[src/rtl/video_pkg.sv]
// Shared video definitions: framebuffer defaults, read-tag ownership codes and
// the RGB332 to 8/8/8 colour expansion used by the VRAM read path.
package video_pkg;

    localparam int FB_WIDTH  = 320;
    localparam int FB_HEIGHT = 240;

    localparam logic OWNER_VID = 1'b0;
    localparam logic OWNER_CPU = 1'b1;

    typedef struct packed {
        logic valid;
        logic owner;
    } tag_t;

    typedef struct packed {
        logic [7:0] r;
        logic [7:0] g;
        logic [7:0] b;
    } rgb_t;

    // Bit replication keeps full-scale codes at 0xFF and zero at 0x00.
    function automatic rgb_t expand332(input logic [7:0] d);
        rgb_t c;
        c.r = {d[7:5], d[7:5], d[7:6]};
        c.g = {d[4:2], d[4:2], d[4:3]};
        c.b = {4{d[1:0]}};
        return c;
    endfunction

endpackage

[src/rtl/vram_arbiter_if.sv]
// Bundle of the video, CPU and VRAM signals around the arbiter; slave is the
// arbiter's view, master is the surrounding system (HDMI block, CPU, VRAM).
interface vram_arbiter_if #(
    parameter int ADDR_W = 17
) ();

    logic              vid_en;
    logic [11:0]       vid_x;
    logic [11:0]       vid_y;
    logic [7:0]        pix_r;
    logic [7:0]        pix_g;
    logic [7:0]        pix_b;

    logic              cpu_req;
    logic              cpu_we;
    logic [ADDR_W-1:0] cpu_addr;
    logic [7:0]        cpu_wdata;
    logic              cpu_ack;
    logic [7:0]        cpu_rdata;
    logic              cpu_rvalid;
    logic              cpu_starve;

    logic [ADDR_W-1:0] mem_addr;
    logic              mem_we;
    logic [7:0]        mem_wdata;
    logic [7:0]        mem_rdata;

    modport slave (
        input  vid_en, vid_x, vid_y,
        output pix_r, pix_g, pix_b,
        input  cpu_req, cpu_we, cpu_addr, cpu_wdata,
        output cpu_ack, cpu_rdata, cpu_rvalid, cpu_starve,
        output mem_addr, mem_we, mem_wdata,
        input  mem_rdata
    );

    modport master (
        output vid_en, vid_x, vid_y,
        input  pix_r, pix_g, pix_b,
        output cpu_req, cpu_we, cpu_addr, cpu_wdata,
        input  cpu_ack, cpu_rdata, cpu_rvalid, cpu_starve,
        input  mem_addr, mem_we, mem_wdata,
        output mem_rdata
    );

endinterface

[src/rtl/vram_read_pipe.sv]
// Tracks who owns each issued VRAM read and steers the returning byte either
// to the pixel registers or to the CPU read-data port.
module vram_read_pipe
    import video_pkg::*;
#(
    parameter int RD_LATENCY = 1
) (
    input  logic       clock25,
    input  logic       resetn,
    input  tag_t       i_issue,
    input  logic [7:0] i_memRdata,
    output logic [7:0] o_pixR,
    output logic [7:0] o_pixG,
    output logic [7:0] o_pixB,
    output logic [7:0] o_cpuRdata,
    output logic       o_cpuRvalid
);

    tag_t r_tags [RD_LATENCY+1];
    tag_t w_head;
    rgb_t w_rgb;

    assign w_head = r_tags[RD_LATENCY];
    assign w_rgb  = expand332(i_memRdata);

    // Stage 0 is loaded on the same edge that registers mem_addr, so the last
    // stage lines up with mem_rdata RD_LATENCY edges later.
    always_ff @(posedge clock25 or negedge resetn) begin
        if (!resetn) begin
            for (int i = 0; i <= RD_LATENCY; i++) begin
                r_tags[i] <= '0;
            end
        end else begin
            r_tags[0] <= i_issue;
            for (int i = 1; i <= RD_LATENCY; i++) begin
                r_tags[i] <= r_tags[i-1];
            end
        end
    end

    always_ff @(posedge clock25 or negedge resetn) begin
        if (!resetn) begin
            o_pixR      <= '0;
            o_pixG      <= '0;
            o_pixB      <= '0;
            o_cpuRdata  <= '0;
            o_cpuRvalid <= 1'b0;
        end else begin
            o_cpuRvalid <= w_head.valid && (w_head.owner == OWNER_CPU);
            if (w_head.valid && (w_head.owner == OWNER_VID)) begin
                o_pixR <= w_rgb.r;
                o_pixG <= w_rgb.g;
                o_pixB <= w_rgb.b;
            end
            if (w_head.valid && (w_head.owner == OWNER_CPU)) begin
                o_cpuRdata <= i_memRdata;
            end
        end
    end

endmodule

[src/rtl/vram_arbiter.sv]
// Single-port VRAM arbiter: scan-out pixel fetches take any cycle they need,
// the CPU gets every remaining slot.
module vram_arbiter
    import video_pkg::*;
#(
    parameter int WIDTH      = FB_WIDTH,
    parameter int HEIGHT     = FB_HEIGHT,
    parameter int ADDR_W     = 17,
    parameter int RD_LATENCY = 1
) (
    input  logic          clock25,
    input  logic          resetn,
    vram_arbiter_if.slave bus
);

    localparam int STARVE_LIMIT = 2 * WIDTH;
    localparam int CNT_W        = $clog2(STARVE_LIMIT + 1);

    generate
        if (WIDTH * HEIGHT > (2 ** ADDR_W)) begin : g_sizeCheck
            $error("vram_arbiter: framebuffer does not fit in ADDR_W");
        end
    endgenerate

    logic [11:0]       r_xPrev;
    logic [11:0]       r_yPrev;
    logic [ADDR_W-1:0] r_lineBase;
    logic [ADDR_W-1:0] r_memAddr;
    logic              r_memWe;
    logic [7:0]        r_memWdata;
    logic              r_cpuAck;
    logic              r_cpuStarve;
    logic [CNT_W-1:0]  r_starveCnt;

    logic              w_vidReq;
    logic              w_cpuGrant;
    logic [ADDR_W-1:0] w_lineBase;
    logic [ADDR_W-1:0] w_vidAddr;
    tag_t              w_issue;

    assign w_vidReq   = bus.vid_en && ({bus.vid_x, bus.vid_y} != {r_xPrev, r_yPrev});
    assign w_cpuGrant = bus.cpu_req && !w_vidReq;

    // Line base advances by one line per y step instead of multiplying y by WIDTH.
    always_comb begin
        w_lineBase = r_lineBase;
        if (bus.vid_y == 12'd0) begin
            w_lineBase = '0;
        end else if (bus.vid_y != r_yPrev) begin
            w_lineBase = r_lineBase + ADDR_W'(WIDTH);
        end
    end

    assign w_vidAddr     = w_lineBase + ADDR_W'(bus.vid_x);
    assign w_issue.valid = w_vidReq || (w_cpuGrant && !bus.cpu_we);
    assign w_issue.owner = w_vidReq ? OWNER_VID : OWNER_CPU;

    always_ff @(posedge clock25 or negedge resetn) begin
        if (!resetn) begin
            r_xPrev    <= '1;
            r_yPrev    <= '1;
            r_lineBase <= '0;
            r_memAddr  <= '0;
            r_memWe    <= 1'b0;
            r_memWdata <= '0;
            r_cpuAck   <= 1'b0;
        end else begin
            if (bus.vid_en) begin
                r_xPrev    <= bus.vid_x;
                r_yPrev    <= bus.vid_y;
                r_lineBase <= w_lineBase;
            end
            r_cpuAck <= w_cpuGrant;
            r_memWe  <= w_cpuGrant && bus.cpu_we;
            if (w_vidReq) begin
                r_memAddr <= w_vidAddr;
            end else if (w_cpuGrant) begin
                r_memAddr  <= bus.cpu_addr;
                r_memWdata <= bus.cpu_wdata;
            end
        end
    end

    // Starvation flag is sticky until reset so software can see it after the fact.
    always_ff @(posedge clock25 or negedge resetn) begin
        if (!resetn) begin
            r_starveCnt <= '0;
            r_cpuStarve <= 1'b0;
        end else if (w_cpuGrant) begin
            r_starveCnt <= '0;
        end else if (bus.cpu_req) begin
            if (r_starveCnt < CNT_W'(STARVE_LIMIT)) begin
                r_starveCnt <= r_starveCnt + 1'b1;
            end
            if (r_starveCnt >= CNT_W'(STARVE_LIMIT - 1)) begin
                r_cpuStarve <= 1'b1;
            end
        end
    end

    assign bus.mem_addr   = r_memAddr;
    assign bus.mem_we     = r_memWe;
    assign bus.mem_wdata  = r_memWdata;
    assign bus.cpu_ack    = r_cpuAck;
    assign bus.cpu_starve = r_cpuStarve;

    vram_read_pipe #(
        .RD_LATENCY(RD_LATENCY)
    ) u_readPipe (
        .clock25     (clock25),
        .resetn      (resetn),
        .i_issue     (w_issue),
        .i_memRdata  (bus.mem_rdata),
        .o_pixR      (bus.pix_r),
        .o_pixG      (bus.pix_g),
        .o_pixB      (bus.pix_b),
        .o_cpuRdata  (bus.cpu_rdata),
        .o_cpuRvalid (bus.cpu_rvalid)
    );

endmodule

[src/flat_wrapper.sv]
// flat-port wrapper written by rule: the top's interface ports become plain ports
module vram_arbiter_flat import video_pkg::*;
#(
    parameter int WIDTH      = FB_WIDTH,
    parameter int HEIGHT     = FB_HEIGHT,
    parameter int ADDR_W     = 17,
    parameter int RD_LATENCY = 1
)
  (clock25, resetn, bus_vid_en, bus_vid_x, bus_vid_y, bus_pix_r, bus_pix_g, bus_pix_b, bus_cpu_req, bus_cpu_we, bus_cpu_addr, bus_cpu_wdata, bus_cpu_ack, bus_cpu_rdata, bus_cpu_rvalid, bus_cpu_starve, bus_mem_addr, bus_mem_we, bus_mem_wdata, bus_mem_rdata);
  vram_arbiter_if #(.ADDR_W(ADDR_W)) bus_i ();
  input  logic clock25;
  input  logic resetn;
  input wire logic [$bits(bus_i.vid_en)-1:0] bus_vid_en;
  input wire logic [$bits(bus_i.vid_x)-1:0] bus_vid_x;
  input wire logic [$bits(bus_i.vid_y)-1:0] bus_vid_y;
  output wire logic [$bits(bus_i.pix_r)-1:0] bus_pix_r;
  output wire logic [$bits(bus_i.pix_g)-1:0] bus_pix_g;
  output wire logic [$bits(bus_i.pix_b)-1:0] bus_pix_b;
  input wire logic [$bits(bus_i.cpu_req)-1:0] bus_cpu_req;
  input wire logic [$bits(bus_i.cpu_we)-1:0] bus_cpu_we;
  input wire logic [$bits(bus_i.cpu_addr)-1:0] bus_cpu_addr;
  input wire logic [$bits(bus_i.cpu_wdata)-1:0] bus_cpu_wdata;
  output wire logic [$bits(bus_i.cpu_ack)-1:0] bus_cpu_ack;
  output wire logic [$bits(bus_i.cpu_rdata)-1:0] bus_cpu_rdata;
  output wire logic [$bits(bus_i.cpu_rvalid)-1:0] bus_cpu_rvalid;
  output wire logic [$bits(bus_i.cpu_starve)-1:0] bus_cpu_starve;
  output wire logic [$bits(bus_i.mem_addr)-1:0] bus_mem_addr;
  output wire logic [$bits(bus_i.mem_we)-1:0] bus_mem_we;
  output wire logic [$bits(bus_i.mem_wdata)-1:0] bus_mem_wdata;
  input wire logic [$bits(bus_i.mem_rdata)-1:0] bus_mem_rdata;
  assign bus_i.vid_en = bus_vid_en;
  assign bus_i.vid_x = bus_vid_x;
  assign bus_i.vid_y = bus_vid_y;
  assign bus_pix_r = bus_i.pix_r;
  assign bus_pix_g = bus_i.pix_g;
  assign bus_pix_b = bus_i.pix_b;
  assign bus_i.cpu_req = bus_cpu_req;
  assign bus_i.cpu_we = bus_cpu_we;
  assign bus_i.cpu_addr = bus_cpu_addr;
  assign bus_i.cpu_wdata = bus_cpu_wdata;
  assign bus_cpu_ack = bus_i.cpu_ack;
  assign bus_cpu_rdata = bus_i.cpu_rdata;
  assign bus_cpu_rvalid = bus_i.cpu_rvalid;
  assign bus_cpu_starve = bus_i.cpu_starve;
  assign bus_mem_addr = bus_i.mem_addr;
  assign bus_mem_we = bus_i.mem_we;
  assign bus_mem_wdata = bus_i.mem_wdata;
  assign bus_i.mem_rdata = bus_mem_rdata;
  vram_arbiter #(.WIDTH(WIDTH), .HEIGHT(HEIGHT), .ADDR_W(ADDR_W), .RD_LATENCY(RD_LATENCY)) u_core (.clock25(clock25), .resetn(resetn), .bus(bus_i));
endmodule
[config.mk]
export PLATFORM = sky130hd
export DESIGN_NAME = vram_arbiter_flat
export DESIGN_NICKNAME = d
export VERILOG_FILES = /design/src/rtl/video_pkg.sv /design/src/rtl/vram_arbiter_if.sv /design/src/rtl/vram_read_pipe.sv /design/src/rtl/vram_arbiter.sv /design/src/flat_wrapper.sv
export SDC_FILE = /design/constraint.sdc
export NUM_CORES = 1
export LEC_CHECK = 0
export BUFFER_PORTS_ARGS = -buffer_cell sky130_fd_sc_hd__clkbuf_2
export CORE_MARGIN = 2
export CORE_UTILIZATION = 49
export CTS_CLUSTER_DIAMETER = 100
export DETAILED_ROUTE_END_ITERATION = 8
export PLACE_DENSITY = 0.86
export SETUP_SLACK_MARGIN = 0.2
export SKIP_LAST_GASP = 1
export SYNTH_ARGS = -nofsm -noshare
export SYNTH_HDL_FRONTEND = slang
export SYNTH_HIERARCHICAL = 1
export SYNTH_SLANG_ARGS = --single-unit
[constraint.sdc]
create_clock -name clock25 -period 3.45 [get_ports clock25]
set_input_delay 0.5175 -clock clock25 [delete_from_list [all_inputs] [get_ports clock25]]
set_output_delay 0.5175 -clock clock25 [all_outputs]
set_load 0.01 [all_outputs]
==> flow_summary.json <==
{
  "postSynthCellCount": 492,
  "io_pins": 123,
  "cp.arrival_ns": 3.53,
  "syn_area_mm2": 0.00537,
  "yosysUniqueCellTypes": 56,
  "grt_max_degree": 89,
  "cts_tree": "done",
  "drv_slew": 0,
  "period_share_pct": 95.2,
  "drc": 0,
  "path_cells": "xnor2_1, nand4_1, buf_4, nor3_4, buf_4, nor2_1, xnor2_1, nor2_1, ha_1, buf_4, a21oi_1, o41ai_4, a31o_2, buf_4, xnor2_2, a21oi_1",
  "first_global_vias": 3940,
  "peakVddDrop_mv": 0.331,
  "place_inst": 745,
  "postCtsHoldBufs": 0,
  "dieHeight_um": 109,
  "clk_latency_ns": 0.37,
  "slew_headroom_pct": 28.8,
  "worst-path-max-fanout": 4,
  "nFillCells": 851,
  "hold_class": "in2async",
  "syn-num-nets": 569,
  "place_congestion": 0.851,
  "die_w_um": 109,
  "hold_viol_final": 0,
  "period_minus_slack_ns": 3.29,
  "critPathMaxStageDelay_ns": 0.55,
  "cts_buffers": 9,
  "fmax_ghz": 0.304,
  "synth_area_leader_cell": "dfrtp_1",
  "syn_area_per_cell_um2": 10.9,
  "area_growth_pct": 24.1,
  "synth_edf_count": 0,
  "synth_flop_cell": "dfrtp_1",
  "place_ws_ns": -0.132,
  "cts-htree-levels": 3,
  "power_density_mw_per_mm2": 639,
  "setup_slack_ns": 0.165,
  "nets": 703,
  "async_flop_share_pct": 100,
  "clockBufferDepth": 2,
  "dp_hpwl_um": 8580,
  "setup_violations": 0,
  "vias": 4154,
  "cp-start-kind": "register",
  "wl_per_cell_um": 16.1,
  "grt_pass1_wl_um": 18500,
  "hold_ws_ns": 0.333,
  "io_buffers": 122,
  "power_leakage_nw": 3.19,
  "dieArea_mm2": 0.0118,
  "status": "completed",
  "core_region_area_mm2": 0.0107,
  "slowest_stage": "dfstp_2",
  "core.rowCount": 38,
  "cts_root_buffer": "clkbuf_8",
  "cts.sinks": 100,
  "ys_warn_count": 6,
  "antenna_cells": 0,
  "synthTopCellsByArea": "dfrtp_1 (35%), dfstp_2 (12%), mux2_2 (10%)",
  "maxCapViolCount": 0,
  "drtIter0Drc": 257,
  "final_cell_mix": "clkbuf_2 (121), dfrtp_1 (76), mux2_2 (48)",
  "cpMostUsedCell": "buf_4",
  "yosys.area.top_type_share_pct": 35.4,
  "crit_required_ns": 3.69,
  "rsz0062_at_grt": "true",
  "worst_slew_pin_slew_ns": 1.07,
  "ys_seq_area_share_pct": 47.2,
  "critPathCaptureType": "register",
  "via_per_inst": 5.39,
  "fin_cells": 771,
  "grt_antenna_before_repair": 0,
  "first_pass_iters": 5,
  "ys_ff_latch": 100,
  "final_core_util_pct": 62.0,
  "crit_buf_inv": 4,
  "mostFrequentLayoutCell": "clkbuf_2",
  "gr-total-overflow": 0,
  "wl_um": 12400,
  "ant_nets": 0,
  "critPathTopFamily": "compound AO/OA/AOI/OAI gates",
  "initial_core_util_pct": 49.9,
  "clock_skew_ns": 0.00922,
  "cts.clk_slew.worst_paths_ns": 0.11,
  "drive_above_1_share_pct": 45.8,
  "worstSetupPathType": "reg2reg",
  "grt_usage_pct": 19.9
}
[logic make-up (layout without fill, tap and decap cells)]
| logic type | after synthesis | in the layout | synth area share [%] |
|---|---|---|---|
| AO/OA/AOI/OAI | 79 | 79 | 10.1 |
| flip-flops | 100 | 100 | 47.2 |
| XOR/XNOR | 47 | 47 | 7.67 |
| adder cells (fa/ha/maj) | 15 | 15 | 3.64 |
| buffers and inverters | 42 | 181 | 4.41 |
| AND/OR/NAND/NOR | 143 | 143 | 13.6 |
| multiplexers | 66 | 66 | 13.4 |
[cell usage after synthesis (all sizes together) (4+ instances only)]
master and instances:
and2 14, clkbuf 10, buf 21, ha 14
a211oi 8, dfstp 24, inv 11, nand2 47
o21a 5, a21o 5, and3 5, o21ai 20
nor3 7, xnor2 26, mux2i 18, nor2 27
a21oi 19, mux2 48, dfrtp 76, nor4 14
nand3 8, xor2 21, nand4 6, nor2b 4
o2111ai 4
[layout make-up]
type / instances / area, um^2 / share of cell area (%)
multi-input cells: 350 / 2850 / 42.8
clock buffers: 10 / 138 / 2.07
clock inverters: 6 / 57.6 / 0.864
flip-flops and latches: 100 / 2530 / 38.0
inverters: 11 / 46.3 / 0.695
repair buffers: 154 / 861 / 12.9
well taps: 140 / 175 / 2.63
[through the flow]
step	area, um^2	power (W)	TNS [ns]
3_3_place_gp	6130	0.00305	-0.0932
2_1_floorplan	5370	0.00263	0
6_report	6660	0.00425	0
3_5_place_dp	6130	0.00312	-0.342
4_1_cts	6340	0.00389	0
5_1_grt	6660	0.00451	-0.00570
[power by group]
| group | total, W | leakage (nW) | internal, W | switching, W |
|---|---|---|---|---|
| combinational | 0.00195 | 1.91 | 0.000938 | 0.00102 |
| sequential | 0.00156 | 1.18 | 0.00139 | 0.000166 |
| clock | 0.000741 | 0.100 | 0.000298 | 0.000443 |
| total | 0.00425 | 3.19 | 0.00263 | 0.00163 |
[registers in the layout (all words and copies together) (netlist names), 4 cells and up]
register / cells
u_core/bus.mem_addr: 17
u_core/r_lineBase: 17
u_core/r_xPrev: 12
u_core/r_yPrev: 12
u_core/r_starveCnt: 10
u_core/bus.mem_wdata: 8
u_core/u_readPipe/o_cpuRdata: 8
u_core/u_readPipe/r_tags: 4
[per-layer routing]
layer  up-vias  wire length (um)  track usage (%)  share of wire (%)
met5         -                 0                0                  0
met1      1982              5280             25.9                 42
met4         0               192             5.22                1.5
met2       154              6330             34.8                 51
li1       1999                 -                -                  -
met3        19               650             3.17                5.2
[final timing paths]
path	from	to	slack, ns	cells past startpoint
max in group asynchronous	resetn	u_core/r_yPrev[0]$_DFFE_PN1P_	2.24	2
hold reg to reg	u_core/u_readPipe/r_tags[2]$_DFF_PN0_	u_core/u_readPipe/r_tags[0]$_DFF_PN0_	0.36	0
setup reg to reg	u_core/r_yPrev[11]$_DFFE_PN1P_	u_core/bus.mem_addr[12]$_DFFE_PN0P_	0.16	16
min in group clock25	bus_cpu_wdata[2]	u_core/bus.mem_wdata[2]$_DFFE_PN0P_	0.33	3
hold / removal	resetn	u_core/bus.mem_wdata[4]$_DFFE_PN0P_	0.33	1
setup / recovery	u_core/r_yPrev[11]$_DFFE_PN1P_	u_core/bus.mem_addr[12]$_DFFE_PN0P_	0.16	16
[timing repair]
item,CTS,global route
buffers inserted,0,10
setup endpoints to repair,3,5
pin swaps,0,25
resized for setup,3,39
Note: power is estimated with default switching activity, not from simulation.
